### src/rtl/axi_arbiter_rr_aw.sv
// Round-robin AW arbiter for NUM_M masters with a W-route FIFO recording accepted AW order.
// Grant is registered one cycle after request and locked until handshake; a full route FIFO stalls new grants.
module axi_arbiter_rr_aw #(
  parameter int NUM_M   = 4,
  parameter int W_DEPTH = 4,
  parameter int IDX_W   = $clog2(NUM_M)
) (
  input  logic             clk_i,
  input  logic             rst_ni,
  input  logic [NUM_M-1:0] m_awvalid_i,
  output logic [NUM_M-1:0] m_awready_o,
  output logic             awvalid_o,
  input  logic             awready_i,
  output logic [NUM_M-1:0] aw_grnt_o,
  output logic [IDX_W-1:0] aw_idx_o,
  output logic [NUM_M-1:0] w_sel_o,
  output logic [IDX_W-1:0] w_sel_idx_o,
  output logic             w_sel_valid_o,
  input  logic             wvalid_i,
  input  logic             wready_i,
  input  logic             wlast_i,
  output logic             w_full_o
);

  localparam int PTR_W = $clog2(W_DEPTH);
  localparam int CNT_W = PTR_W + 1;
  localparam logic [NUM_M-1:0] ONE_HOT0 = NUM_M'(1);

  typedef enum logic {IDLE, LOCKED} state_t;

  state_t           state_q, state_d;
  logic [NUM_M-1:0] grnt_q, grnt_d;
  logic [IDX_W-1:0] idx_q, idx_d;
  logic [IDX_W-1:0] ptr_q, ptr_d;
  logic [IDX_W-1:0] ptr_adv;
  logic [NUM_M-1:0] req_masked;
  logic [IDX_W:0]   pick_idle, pick_hs;

  logic [IDX_W-1:0] mem_q [W_DEPTH];
  logic [PTR_W-1:0] rd_ptr_q, wr_ptr_q;
  logic [CNT_W-1:0] cnt_q, cnt_nxt;
  logic             full_nxt;
  logic             hs, pop;
  logic [IDX_W-1:0] head_idx;

  // First set bit at or above start wins; otherwise wrap to the lowest set bit.
  function automatic logic [IDX_W:0] rr_pick(input logic [NUM_M-1:0] req,
                                              input logic [IDX_W-1:0] start);
    logic             hi_found, lo_found;
    logic [IDX_W-1:0] hi_idx, lo_idx;
    hi_found = 1'b0;
    lo_found = 1'b0;
    hi_idx   = '0;
    lo_idx   = '0;
    for (int i = NUM_M - 1; i >= 0; i--) begin
      if (req[i]) begin
        lo_found = 1'b1;
        lo_idx   = IDX_W'(i);
        if (i >= int'(start)) begin
          hi_found = 1'b1;
          hi_idx   = IDX_W'(i);
        end
      end
    end
    if (hi_found) return {1'b1, hi_idx};
    return {lo_found, lo_idx};
  endfunction

  assign aw_grnt_o     = grnt_q;
  assign aw_idx_o      = idx_q;
  assign awvalid_o     = (|grnt_q) & m_awvalid_i[idx_q];
  assign m_awready_o   = {NUM_M{awready_i}} & grnt_q;
  assign hs            = awvalid_o & awready_i;

  assign w_sel_valid_o = (cnt_q != '0);
  assign w_full_o      = (cnt_q == CNT_W'(W_DEPTH));
  assign head_idx      = w_sel_valid_o ? mem_q[rd_ptr_q] : '0;
  assign w_sel_idx_o   = head_idx;
  assign w_sel_o       = w_sel_valid_o ? (ONE_HOT0 << head_idx) : '0;
  assign pop           = w_sel_valid_o & wvalid_i & wready_i & wlast_i;

  assign cnt_nxt       = cnt_q + CNT_W'(hs) - CNT_W'(pop);
  assign full_nxt      = (cnt_nxt == CNT_W'(W_DEPTH));

  assign ptr_adv       = (idx_q == IDX_W'(NUM_M - 1)) ? '0 : idx_q + IDX_W'(1);
  assign req_masked    = m_awvalid_i & ~grnt_q;
  assign pick_idle     = rr_pick(m_awvalid_i, ptr_q);
  assign pick_hs       = rr_pick(req_masked, ptr_adv);

  always_comb begin
    state_d = state_q;
    grnt_d  = grnt_q;
    idx_d   = idx_q;
    ptr_d   = ptr_q;
    unique case (state_q)
      IDLE: begin
        if ((|m_awvalid_i) && !w_full_o) begin
          grnt_d  = ONE_HOT0 << pick_idle[IDX_W-1:0];
          idx_d   = pick_idle[IDX_W-1:0];
          state_d = LOCKED;
        end
      end
      LOCKED: begin
        if (hs) begin
          ptr_d = ptr_adv;
          // Back-to-back grant only if the route FIFO still has room after this cycle.
          if (pick_hs[IDX_W] && !full_nxt) begin
            grnt_d = ONE_HOT0 << pick_hs[IDX_W-1:0];
            idx_d  = pick_hs[IDX_W-1:0];
          end else begin
            grnt_d  = '0;
            idx_d   = '0;
            state_d = IDLE;
          end
        end else if (!m_awvalid_i[idx_q]) begin
          grnt_d  = '0;
          idx_d   = '0;
          state_d = IDLE;
        end
      end
      default: begin
        grnt_d  = '0;
        idx_d   = '0;
        state_d = IDLE;
      end
    endcase
  end

  always_ff @(posedge clk_i) begin
    if (!rst_ni) begin
      state_q  <= IDLE;
      grnt_q   <= '0;
      idx_q    <= '0;
      ptr_q    <= '0;
      rd_ptr_q <= '0;
      wr_ptr_q <= '0;
      cnt_q    <= '0;
    end else begin
      state_q <= state_d;
      grnt_q  <= grnt_d;
      idx_q   <= idx_d;
      ptr_q   <= ptr_d;
      cnt_q   <= cnt_nxt;
      if (hs)  wr_ptr_q <= wr_ptr_q + PTR_W'(1);
      if (pop) rd_ptr_q <= rd_ptr_q + PTR_W'(1);
    end
  end

  // Storage is not reset; entries are only observed while the count covers them.
  always_ff @(posedge clk_i) begin
    if (hs) mem_q[wr_ptr_q] <= idx_q;
  end

endmodule

### config.mk
export PLATFORM = sky130hd
export DESIGN_NAME = axi_arbiter_rr_aw
export DESIGN_NICKNAME = d
export VERILOG_FILES = /design/src/rtl/axi_arbiter_rr_aw.sv
export SDC_FILE = /design/constraint.sdc
export NUM_CORES = 1
export LEC_CHECK = 0
export CAP_MARGIN = 20
export CELL_PAD_IN_SITES_DETAIL_PLACEMENT = 0
export CELL_PAD_IN_SITES_GLOBAL_PLACEMENT = 1
export CORE_UTILIZATION = 42
export CTS_CLUSTER_DIAMETER = 80
export DETAILED_ROUTE_END_ITERATION = 8
export PLACE_DENSITY = 0.95
export SETUP_SLACK_MARGIN = 0.1
export SLEW_MARGIN = 10
export SYNTH_ARGS = -nofsm -noshare
export SYNTH_HDL_FRONTEND = slang
export SYNTH_SLANG_ARGS = --single-unit
export TNS_END_PERCENT = 5
### constraint.sdc
create_clock -name clk_i -period 10 [get_ports clk_i]
set_clock_uncertainty 0.15 [all_clocks]
set_input_delay 2.5 -clock clk_i [delete_from_list [all_inputs] [get_ports clk_i]]
set_output_delay 2.5 -clock clk_i [all_outputs]
set_load 0.02 [all_outputs]
==> flow_metrics.tcl, run 1 <==
set metrics [dict create \
    maximum_number_of_pins_on_one_net_before_global_route_repair 16 \
    count_of_cells_resized_by_post_cts_repair 0 \
    critPathMaxStageDelay_ns 0.67 \
    ctsLongestPathBuffers 2 \
    critical_path.max_fanout 9 \
    postSynthNetCount 174 \
    slew_violations 0 \
    worst_pin_slew_ns 0.493 \
    cts.clk_slew.worst_paths_ns 0.15 \
    arrival_time_at_the_worst_endpoint_ns 4.38 \
    internal-power_mw 0.304 \
    power.leakage_nw 0.712 \
    power.net_switching_mw 0.211 \
    timing.final.setup_violations 0 \
    post-route-period-util 0.703 \
    min-delay-path-class "flip-flop to flip-flop" \
    diodes 0 \
    power.share.switching 0.410 \
    via_density_per_instance 5.35 \
    worstSetupEndpointType "output pin" \
    multiInputGateArea_um2 836 \
    hold_depth 2 \
    hold_viol 0 \
    drt-initial-drc-count 29 \
    postSynthAreaPerCell_um2 9.67 \
    grt_antenna_before_repair 0 \
    depth_of_the_worst_register_to_register_path 13 \
    synth_cell_types 43 \
    num_rows 21 \
    gp_routability_congestion 0.822 \
    cts_sinks 26 \
    cts_hold_buf 0 \
    worst_ep_required_time_ns 7.35 \
    post_synth_instance_area_mm2 0.00149 \
    clock_latency_ns 0.32 \
    mean_routed_wirelength_per_cell_um 14.0 \
    layout_min_cycle_time_ns 7.03 \
    vdd_ir_max_v 0.000131 \
    setup_repair_after_global_routing_missed_its_margin "false" \
    numPortBuffers 28 \
    yosysTopAreaCell "sky130_fd_sc_hd__dfxtp_1" \
    nNetsFinal 204 \
    fmax_mhz 142 \
    synth_top_area_frac 0.242 \
    syn_inst 154 \
    num_io_pins 29 \
    routed-via-count 1226 \
    grt-ovfl-total 0 \
    initial_utilization 0.443 \
    drc 0 \
    fillCellCount 324 \
    clock_power_share 0.139 \
    slew_headroom 0.668 \
    critPathMostFrequentCell "sky130_fd_sc_hd__clkdlybuf4s50_1" \
    post_cts_buffers 0 \
    final.setup.tns_ns 0 \
    synth_seq_area_share 0.403 \
    clock_tree.htree_level_count 1 \
    overall_fraction_of_global_route_tracks_in_use 0.194 \
    number_of_global_route_vias_before_repair 1175 \
    startpoint_type "input pin" \
    pwr_density_cell_mw_per_mm2 276 \
    path_cells "clkdlybuf4s50_1 -> mux4_1 -> o41a_1 -> clkdlybuf4s50_1" \
    die_w_um 61.5 \
    synth.area.top_cells "sky130_fd_sc_hd__dfxtp_1 24%, sky130_fd_sc_hd__edfxtp_1 16%, sky130_fd_sc_hd__ha_1 7.6%" \
    seqCellArea_um2 601 \
    power.share.combinational 0.526 \
    seq_power_share 0.335 \
    max_cap_violations 0 \
    yosys_warnings 0 \
    timing.critical_path.slowest_stage_cell "sky130_fd_sc_hd__mux4_1" \
    final_layout_size_suffix_gt1_frac 0.0492 \
    yosys_register_bits 26 \
    count_of_nets_left_with_antenna_violations_after_detail_routing 0 \
    route.final.wire_length_um 3210 \
    criticalPathCategory "input pin to output pin" \
    outcome "finished, final reports clean" \
    die_y_um 61.5 \
    global_route_wire_length_before_repair_um 5330 \
    timing.hold.ws_ns 0.339 \
    tritoncts "done" \
    drt_pre_antenna_iters 4 \
    synth_to_final_area_change_pct 25.5 \
    dp.final_hpwl_um 2550 \
    floorplan.die_area_mm2 0.00379 \
    fp.coreArea_mm2 0.00336 \
    numCtsBuffers 3 \
    cts.root.buffer_cell "sky130_fd_sc_hd__clkbuf_4" \
]
==> power groups by stage <==
stage / Clock (mW) / Sequential, mW / Combinational (mW)
detailed placement: 0 / 0.175 / 0.271
global route: 0.0768 / 0.177 / 0.297
finish: 0.0716 / 0.172 / 0.271
floorplan: 0 / 0.172 / 0.168
CTS: 0.0724 / 0.173 / 0.272
global placement: 0 / 0.172 / 0.262
==> per-stage QoR <==
| step | setup slack (ns) | std cells | power [mW] | cell area (um2) | util |
|---|---|---|---|---|---|
| 2_1_floorplan | 4.04 | 154 | 0.340 | 1490 | - |
| 3_3_place_gp | 2.99 | 225 | 0.435 | 1820 | 0.540 |
| 3_5_place_dp | 2.95 | 225 | 0.447 | 1820 | 0.540 |
| 4_1_cts | 2.97 | 229 | 0.517 | 1870 | 0.555 |
| 5_1_grt | 2.88 | 229 | 0.552 | 1870 | 0.555 |
| 6_report | 2.97 | 229 | 0.515 | 1870 | 0.555 |
==> area by class of cell <==
class | count | share of cell area
clock inverters | 1 | 0.0161
clock buffers | 3 | 0.0121
repair buffers | 28 | 0.150
multi-input cells | 114 | 0.447
flip-flops and latches | 26 | 0.322
well taps | 46 | 0.0308
inverters | 11 | 0.0221
==> final timing paths <==
kind,start,endpoint,slack [ns]
min,ptr_q[0],ptr_q[0],0.34
min reg2reg,ptr_q[0],ptr_q[0],0.34
max,m_awvalid_i[2],awvalid_o,2.97
max reg2reg,aw_idx_o[0],aw_grnt_o[3],5.76
==> cells in the mapped netlist, drive strengths merged <==
cell type  instances
dfxtp             18
nor2              12
inv               10
nand2             10
a21oi              9
ha                 9
edfxtp             8
and2               7
o21ai              7
a31oi              5
and3               5
nor3               5
nor2b              4
clkbuf             3
mux4               3
nor3b              3
nor4               3
or3b               3
a22o               2
nand3              2
o211ai             2
o21a               2
o41a               2
or3                2
or4b               2
xnor2              2
a21o               1
a22oi              1
a311oi             1
and2b              1
clkinv             1
fa                 1
mux2i              1
nand2b             1
nor4b              1
o22ai              1
o31a               1
or2b               1
xnor3              1
xor2               1
==> cells in the final DEF (no fill, tap or decap), drive strengths merged, types with 2 or more instances in the layout <==
| cell | Yosys | layout |
|---|---|---|
| a31oi | 5 | 5 |
| a21oi | 9 | 9 |
| clkbuf | 3 | 3 |
| xnor2 | 2 | 2 |
| o21ai | 7 | 7 |
| nor3b | 3 | 3 |
| and2 | 7 | 7 |
| nor3 | 5 | 5 |
| o211ai | 2 | 2 |
| nor2 | 12 | 12 |
| ha | 9 | 9 |
| nand2 | 10 | 10 |
| nor4 | 3 | 3 |
| clkdlybuf4s50 | 0 | 28 |
| o41a | 2 | 2 |
| dfxtp | 18 | 18 |
| and3 | 5 | 5 |
| inv | 10 | 10 |
| edfxtp | 8 | 8 |
| mux4 | 3 | 3 |
| or3 | 2 | 2 |
| nand3 | 2 | 2 |
| or3b | 3 | 3 |
| o21a | 2 | 2 |
| or4b | 2 | 2 |
| a22o | 2 | 2 |
| nor2b | 4 | 4 |
==> worst max-delay path: cells and delay by family <==
family                 cells  cell delay [ns]
buffers and inverters      2             1.04
AOI/OAI and AO/OA          1             0.17
muxes                      1             0.67
==> logic make-up after synthesis <==
| logic type | synth area share |
|---|---|
| and+or+nand+nor | 0.237 |
| AOI/OAI and AO/OA | 0.148 |
| DFF | 0.403 |
| buffers and inverters | 0.0353 |
| adders and majority gates | 0.0891 |
| xor gates and xnor gates | 0.0328 |
| muxes | 0.0546 |
==> flip-flops by register name (all words and copies together) (netlist names), named ones only <==
name / count
aw_idx_o: 2
rd_ptr_q: 2
mem_q: 8
state_q: 1
wr_ptr_q: 2
cnt_q: 3
aw_grnt_o: 4
ptr_q: 2
==> routing by layer <==
layer	vias up	part of all wire	track usage
met1	580	0.44	0.238
met4	0	0.012	0.0571
met5	-	0	0
met3	4	0.027	0.0315
li1	618	-	-
met2	24	0.52	0.347
Note: power is estimated with default switching activity, not from simulation.
==> run 2: changes to the inputs <==
- CORE_UTILIZATION: 42 -> 39
- PLACE_DENSITY: 0.95 -> 0.9
- clock period: 10 -> 6.93 ns (I/O delays scaled with it)
==> run 2 against run 1 <==
Effect of this change:
- critical path depth unchanged
- clock-buffer cell count unchanged
- wire length shrank 2.2%
- via count up 2.0%
- clock power rose by 72%
- sequential share of layout area shrank 0.36 points
- final area up 1.1%
- worst hold slack lost 0.0035 ns
- sequential power grew 44%
- sequential cell count unchanged
- first-iteration DRC count down 6.9%
- combinational power is 44% higher
- critical path type unchanged
- largest cell class unchanged
==> flow_metrics.tcl, run 2 (synthesis gave the netlist of run 1 again) <==
set metrics [dict create \
    count_of_nets_left_with_antenna_violations_after_detail_routing 0 \
    path_cells "clkdlybuf4s50_1 -> mux4_1 -> o41a_1 -> clkdlybuf4s50_1" \
    cts_hold_buf 0 \
    vdd_ir_max_v 0.000149 \
    depth_of_the_worst_register_to_register_path 13 \
    timing.final.setup_violations 0 \
    slew_headroom 0.669 \
    slew_violations 0 \
    die_w_um 63.8 \
    cts.clk_slew.worst_paths_ns 0.09 \
    layout.core_utilization 0.516 \
    maximum_number_of_pins_on_one_net_before_global_route_repair 16 \
    hold_viol 0 \
    synth_to_final_area_change_pct 26.9 \
    drc 0 \
    top_register "mem_q" \
    final_layout_size_suffix_gt1_frac 0.0492 \
    ctsLongestPathBuffers 2 \
    dp.final_hpwl_um 2490 \
    critical_path.max_fanout 9 \
    mean_routed_wirelength_per_cell_um 13.6 \
    mostFrequentLayoutCell "sky130_fd_sc_hd__clkdlybuf4s50_1" \
    clock_tree.htree_level_count 1 \
    seqCellArea_um2 601 \
    setup_repair_after_global_routing_missed_its_margin "false" \
    arrival_time_at_the_worst_endpoint_ns 3.65 \
    outcome "finished, final reports clean" \
    critPathMostFrequentCell "sky130_fd_sc_hd__clkdlybuf4s50_1" \
    global_route_wire_length_before_repair_um 5060 \
    drt-initial-drc-count 27 \
    num_io_pins 29 \
    via_density_per_instance 5.41 \
    hold_depth 2 \
    num_rows 22 \
    fmax_mhz 181 \
    largest_reg_flops 8 \
    die_y_um 63.8 \
    overall_fraction_of_global_route_tracks_in_use 0.156 \
    criticalPathCategory "input pin to output pin" \
    multiInputGateArea_um2 836 \
    layout_min_cycle_time_ns 5.53 \
    worst_pin_slew_ns 0.492 \
    mostFrequentLayoutCells "28 x sky130_fd_sc_hd__clkdlybuf4s50_1, 18 x sky130_fd_sc_hd__dfxtp_1, 12 x sky130_fd_sc_hd__nor2_1" \
    cts_sinks 26 \
    cts.root.buffer_cell "sky130_fd_sc_hd__clkbuf_8" \
    place.detailed.instances 227 \
    grt_antenna_before_repair 0 \
    floorplan.die_area_mm2 0.00407 \
    min-delay-path-class "flip-flop to flip-flop" \
    critPathMaxStageDelay_ns 0.69 \
    fp.coreArea_mm2 0.00366 \
    nNetsFinal 204 \
    count_of_cells_resized_by_post_cts_repair 0 \
    max_cap_violations 0 \
    numPortBuffers 28 \
    grt-ovfl-total 0 \
    initial_utilization 0.407 \
    layoutNonFillerInstCount 231 \
    final.setup.tns_ns 0 \
    worstSetupEndpointType "output pin" \
    gp_routability_congestion 0.856 \
    tritoncts "done" \
    diodes 0 \
    fillCellCount 345 \
    power.leakage_nw 0.720 \
    drt_pre_antenna_iters 4 \
    number_of_global_route_vias_before_repair 1162 \
    post_cts_buffers 0 \
    numCtsBuffers 3 \
    post-route-period-util 0.798 \
    startpoint_type "input pin" \
    routed-via-count 1250 \
    timing.critical_path.slowest_stage_cell "sky130_fd_sc_hd__mux4_1" \
    clock_latency_ns 0.27 \
    route.final.wire_length_um 3140 \
    worst_ep_required_time_ns 5.05 \
    pwr_density_cell_mw_per_mm2 403 \
]
## run 2: routing by layer
layer,GRT usage,up-vias,part of all wire
met5,0,-,0
met4,0.0341,0,0.0096
met3,0.0196,5,0.040
met2,0.289,31,0.52
met1,0.192,594,0.43
li1,-,620,-
## run 2: worst max-delay path, delay by kind of cell
kind / cells / cell delay (ns)
buffers and inverters: 2 / 1.03
AOI/OAI and AO/OA: 1 / 0.18
muxes: 1 / 0.69
## run 2: layout make-up
class	count	share of cell area
clock inverters	1	0.0159
repair buffers	28	0.148
multi-input cells	114	0.442
well taps	48	0.0318
inverters	11	0.0219
flip-flops and latches	26	0.318
clock buffers	3	0.0219
## run 2: through the flow
stage,hold WS (ns),area (um2),worst slack (ns),power (mW)
after floorplan,0.295,1490,1.95,0.491
after global placement,0.316,1820,1.34,0.632
after detailed placement,0.327,1820,1.18,0.643
after CTS,0.341,1890,1.41,0.768
after global routing,0.369,1890,1.27,0.811
final,0.336,1890,1.40,0.761
## run 2: worst paths after layout
kind	from	endpoint	slack, ns
setup / recovery	m_awvalid_i[1]	awvalid_o	1.40
hold / removal	ptr_q[0]	ptr_q[0]	0.34
setup reg to reg	aw_idx_o[0]	aw_grnt_o[3]	2.78
hold reg to reg	ptr_q[0]	ptr_q[0]	0.34
## run 2: where the power goes
| group | switching [mW] | internal (mW) |
|---|---|---|
| sequential | 0.0513 | 0.197 |
| clock | 0.0454 | 0.0772 |
| combinational | 0.207 | 0.183 |
| total | 0.304 | 0.457 |
==> run 3: changes to the inputs <==
- clock period: 6.93 -> 5.7 ns (I/O delays scaled with it)
==> run 3 against run 2 <==
Effect of this change:
- critical path depth increased by 10
- combinational power increased by 23%
- total power increased by 17%
- clock-buffer cell count increased by 1
- global-route usage increased by 0.73 points
- wire length about the same
- via count decreased by 1.4%
- final cell count increased by 0.43%
- sequential share of layout area increased by 0.15 points
- sequential power increased by 21%
- register-to-register slack got worse by 1.1 ns
- first-iteration DRC count increased by 78%
- critical path type is now input pin to flip-flop
- critical endpoint is now aw_grnt_o[3]
==> flow_metrics.tcl, run 3 (synthesis gave the netlist of run 1 again) <==
set metrics [dict create \
    layout_min_cycle_time_ns 4.98 \
    min-delay-path-class "flip-flop to flip-flop" \
    regToRegStartpoint "aw_idx_o[0]" \
    power.share.switching 0.411 \
    hold_viol 0 \
    highest-signal-layer "met4" \
    fp.coreArea_mm2 0.00366 \
    grt_antenna_before_repair 0 \
    post-route-period-util 0.873 \
    critical_path.max_fanout 7 \
    fmax_mhz 201 \
    die_w_um 63.8 \
    setup_repair_after_global_routing_missed_its_margin "false" \
    number_of_global_route_vias_before_repair 1182 \
    depth_of_the_worst_register_to_register_path 13 \
    mostFrequentLayoutCell "sky130_fd_sc_hd__clkdlybuf4s50_1" \
    via_density_per_instance 5.31 \
    diodes 0 \
    worstSetupEndpointType "flip-flop" \
    routed-via-count 1232 \
    overall_fraction_of_global_route_tracks_in_use 0.164 \
    timing.final.setup_violations 0 \
    fillCellCount 343 \
    internal-power_mw 0.526 \
    final_area_mm2 0.00188 \
    wl_met1_um 1380 \
    slew_violations 0 \
    worst_ep_required_time_ns 5.75 \
    route.final.wire_length_um 3140 \
    mostFrequentLayoutCells "28 x sky130_fd_sc_hd__clkdlybuf4s50_1, 18 x sky130_fd_sc_hd__dfxtp_1, 12 x sky130_fd_sc_hd__nor2_1" \
    top_register "mem_q" \
    power.net_switching_mw 0.368 \
    power.leakage_nw 0.717 \
    nNetsFinal 205 \
    num_rows 22 \
    worst_pin_slew_ns 0.596 \
    startpoint_type "input pin" \
    post_cts_buffers 0 \
    cts.root.buffer_cell "sky130_fd_sc_hd__clkbuf_8" \
    count_of_nets_left_with_antenna_violations_after_detail_routing 0 \
    synth_to_final_area_change_pct 26.3 \
    worstHoldStart "ptr_q[0]" \
    crit-reg2reg-capture "aw_grnt_o[3]" \
    dp.final_hpwl_um 2470 \
    met3WireLength_um 141 \
    mean_routed_wirelength_per_cell_um 13.5 \
    num_io_pins 29 \
    routed-wl-met2_um 1550 \
    largest_reg_flops 8 \
    clock_power_share 0.129 \
    layout.core_utilization 0.514 \
    maximum_number_of_pins_on_one_net_before_global_route_repair 15 \
    final_layout_size_suffix_gt1_frac 0.0543 \
    ctsLongestPathBuffers 2 \
    slew_headroom 0.599 \
    hold-path-endpoint "ptr_q[0]" \
    vdd_ir_max_v 0.000200 \
    seq_power_share 0.337 \
    cts.clk_slew.worst_paths_ns 0.08 \
    global_route_wire_length_before_repair_um 5200 \
    gp_routability_congestion 0.820 \
    floorplan.die_area_mm2 0.00407 \
    max_cap_violations 0 \
    pwr_density_cell_mw_per_mm2 475 \
    cts_hold_buf 0 \
    numPortBuffers 28 \
    die_y_um 63.8 \
    tritoncts "done" \
    drt_pre_antenna_iters 4 \
    cts_sinks 26 \
    outcome "finished, final reports clean" \
    grt-ovfl-total 0 \
    clock_tree.htree_level_count 1 \
    reg2reg_setup_slack_ns 1.72 \
    arrival_time_at_the_worst_endpoint_ns 5.03 \
    count_of_cells_resized_by_post_cts_repair 0 \
    criticalPathCategory "input pin to flip-flop" \
    numCtsBuffers 3 \
    hold_depth 2 \
    initial_utilization 0.407 \
    drt-initial-drc-count 48 \
    power.share.combinational 0.534 \
    drc 0 \
    final.setup.tns_ns 0 \
    placed_area_mm2 0.00183 \
    clock_latency_ns 0.27 \
]
run 3: per-layer routing:
metal / vias up / GRT usage
li1: 621 / -
met1: 574 / 0.196
met2: 32 / 0.294
met3: 5 / 0.0214
met4: 0 / 0.0653
met5: - / 0
run 3: cell type report:
type,instances,area (um2),area share
tap,48,60.1,0.0319
sequential,26,601,0.319
timing repair buffer,29,288,0.153
clock buffer,4,55.1,0.0293
inverter,11,41.3,0.0220
multi-input combinational,114,836,0.444
run 3: per-stage QoR:
step | instances | power [mW] | hold WS (ns) | setup slack (ns)
finish | 232 | 0.894 | 0.346 | 0.722
global route | 232 | 0.962 | 0.375 | 0.509
CTS | 232 | 0.900 | 0.355 | 0.721
floorplan | 154 | 0.597 | 0.295 | 1.02
global placement | 228 | 0.771 | 0.317 | 0.572
detailed placement | 228 | 0.784 | 0.343 | 0.439
run 3: worst max-delay path, cell delays in order:
cell and delay, ns:
sky130_fd_sc_hd__clkdlybuf4s50_1 0.50, sky130_fd_sc_hd__mux4_1 0.54, sky130_fd_sc_hd__and2_1 0.22, sky130_fd_sc_hd__inv_1 0.10
sky130_fd_sc_hd__ha_1 0.23, sky130_fd_sc_hd__inv_1 0.06, sky130_fd_sc_hd__ha_1 0.13, sky130_fd_sc_hd__inv_1 0.05
sky130_fd_sc_hd__fa_1 0.35, sky130_fd_sc_hd__xnor3_1 0.39, sky130_fd_sc_hd__nor3b_1 0.07, sky130_fd_sc_hd__nor3_2 0.32
sky130_fd_sc_hd__or4b_1 0.47, sky130_fd_sc_hd__a31oi_1 0.17
run 3: worst max path at each step:
stage,startpoint,to,slack [ns],cells after the start
after floorplan,m_awvalid_i[1],aw_grnt_o[3],1.02,14
after global placement,m_awvalid_i[1],aw_grnt_o[3],0.57,14
after detailed placement,m_awvalid_i[0],aw_grnt_o[3],0.44,14
after CTS,m_awvalid_i[0],aw_grnt_o[3],0.72,14
after global routing,m_awvalid_i[0],aw_grnt_o[2],0.51,14
final,m_awvalid_i[0],aw_grnt_o[3],0.72,14
run 3: power by group through the flow:
stage                     clock, mW  combinational, mW  sequential, mW
after floorplan                   0              0.294           0.303
final                         0.115              0.478           0.301
after global placement            0              0.468           0.303
after CTS                     0.119              0.478           0.302
after global routing          0.127              0.524           0.311
after detailed placement          0              0.477           0.306
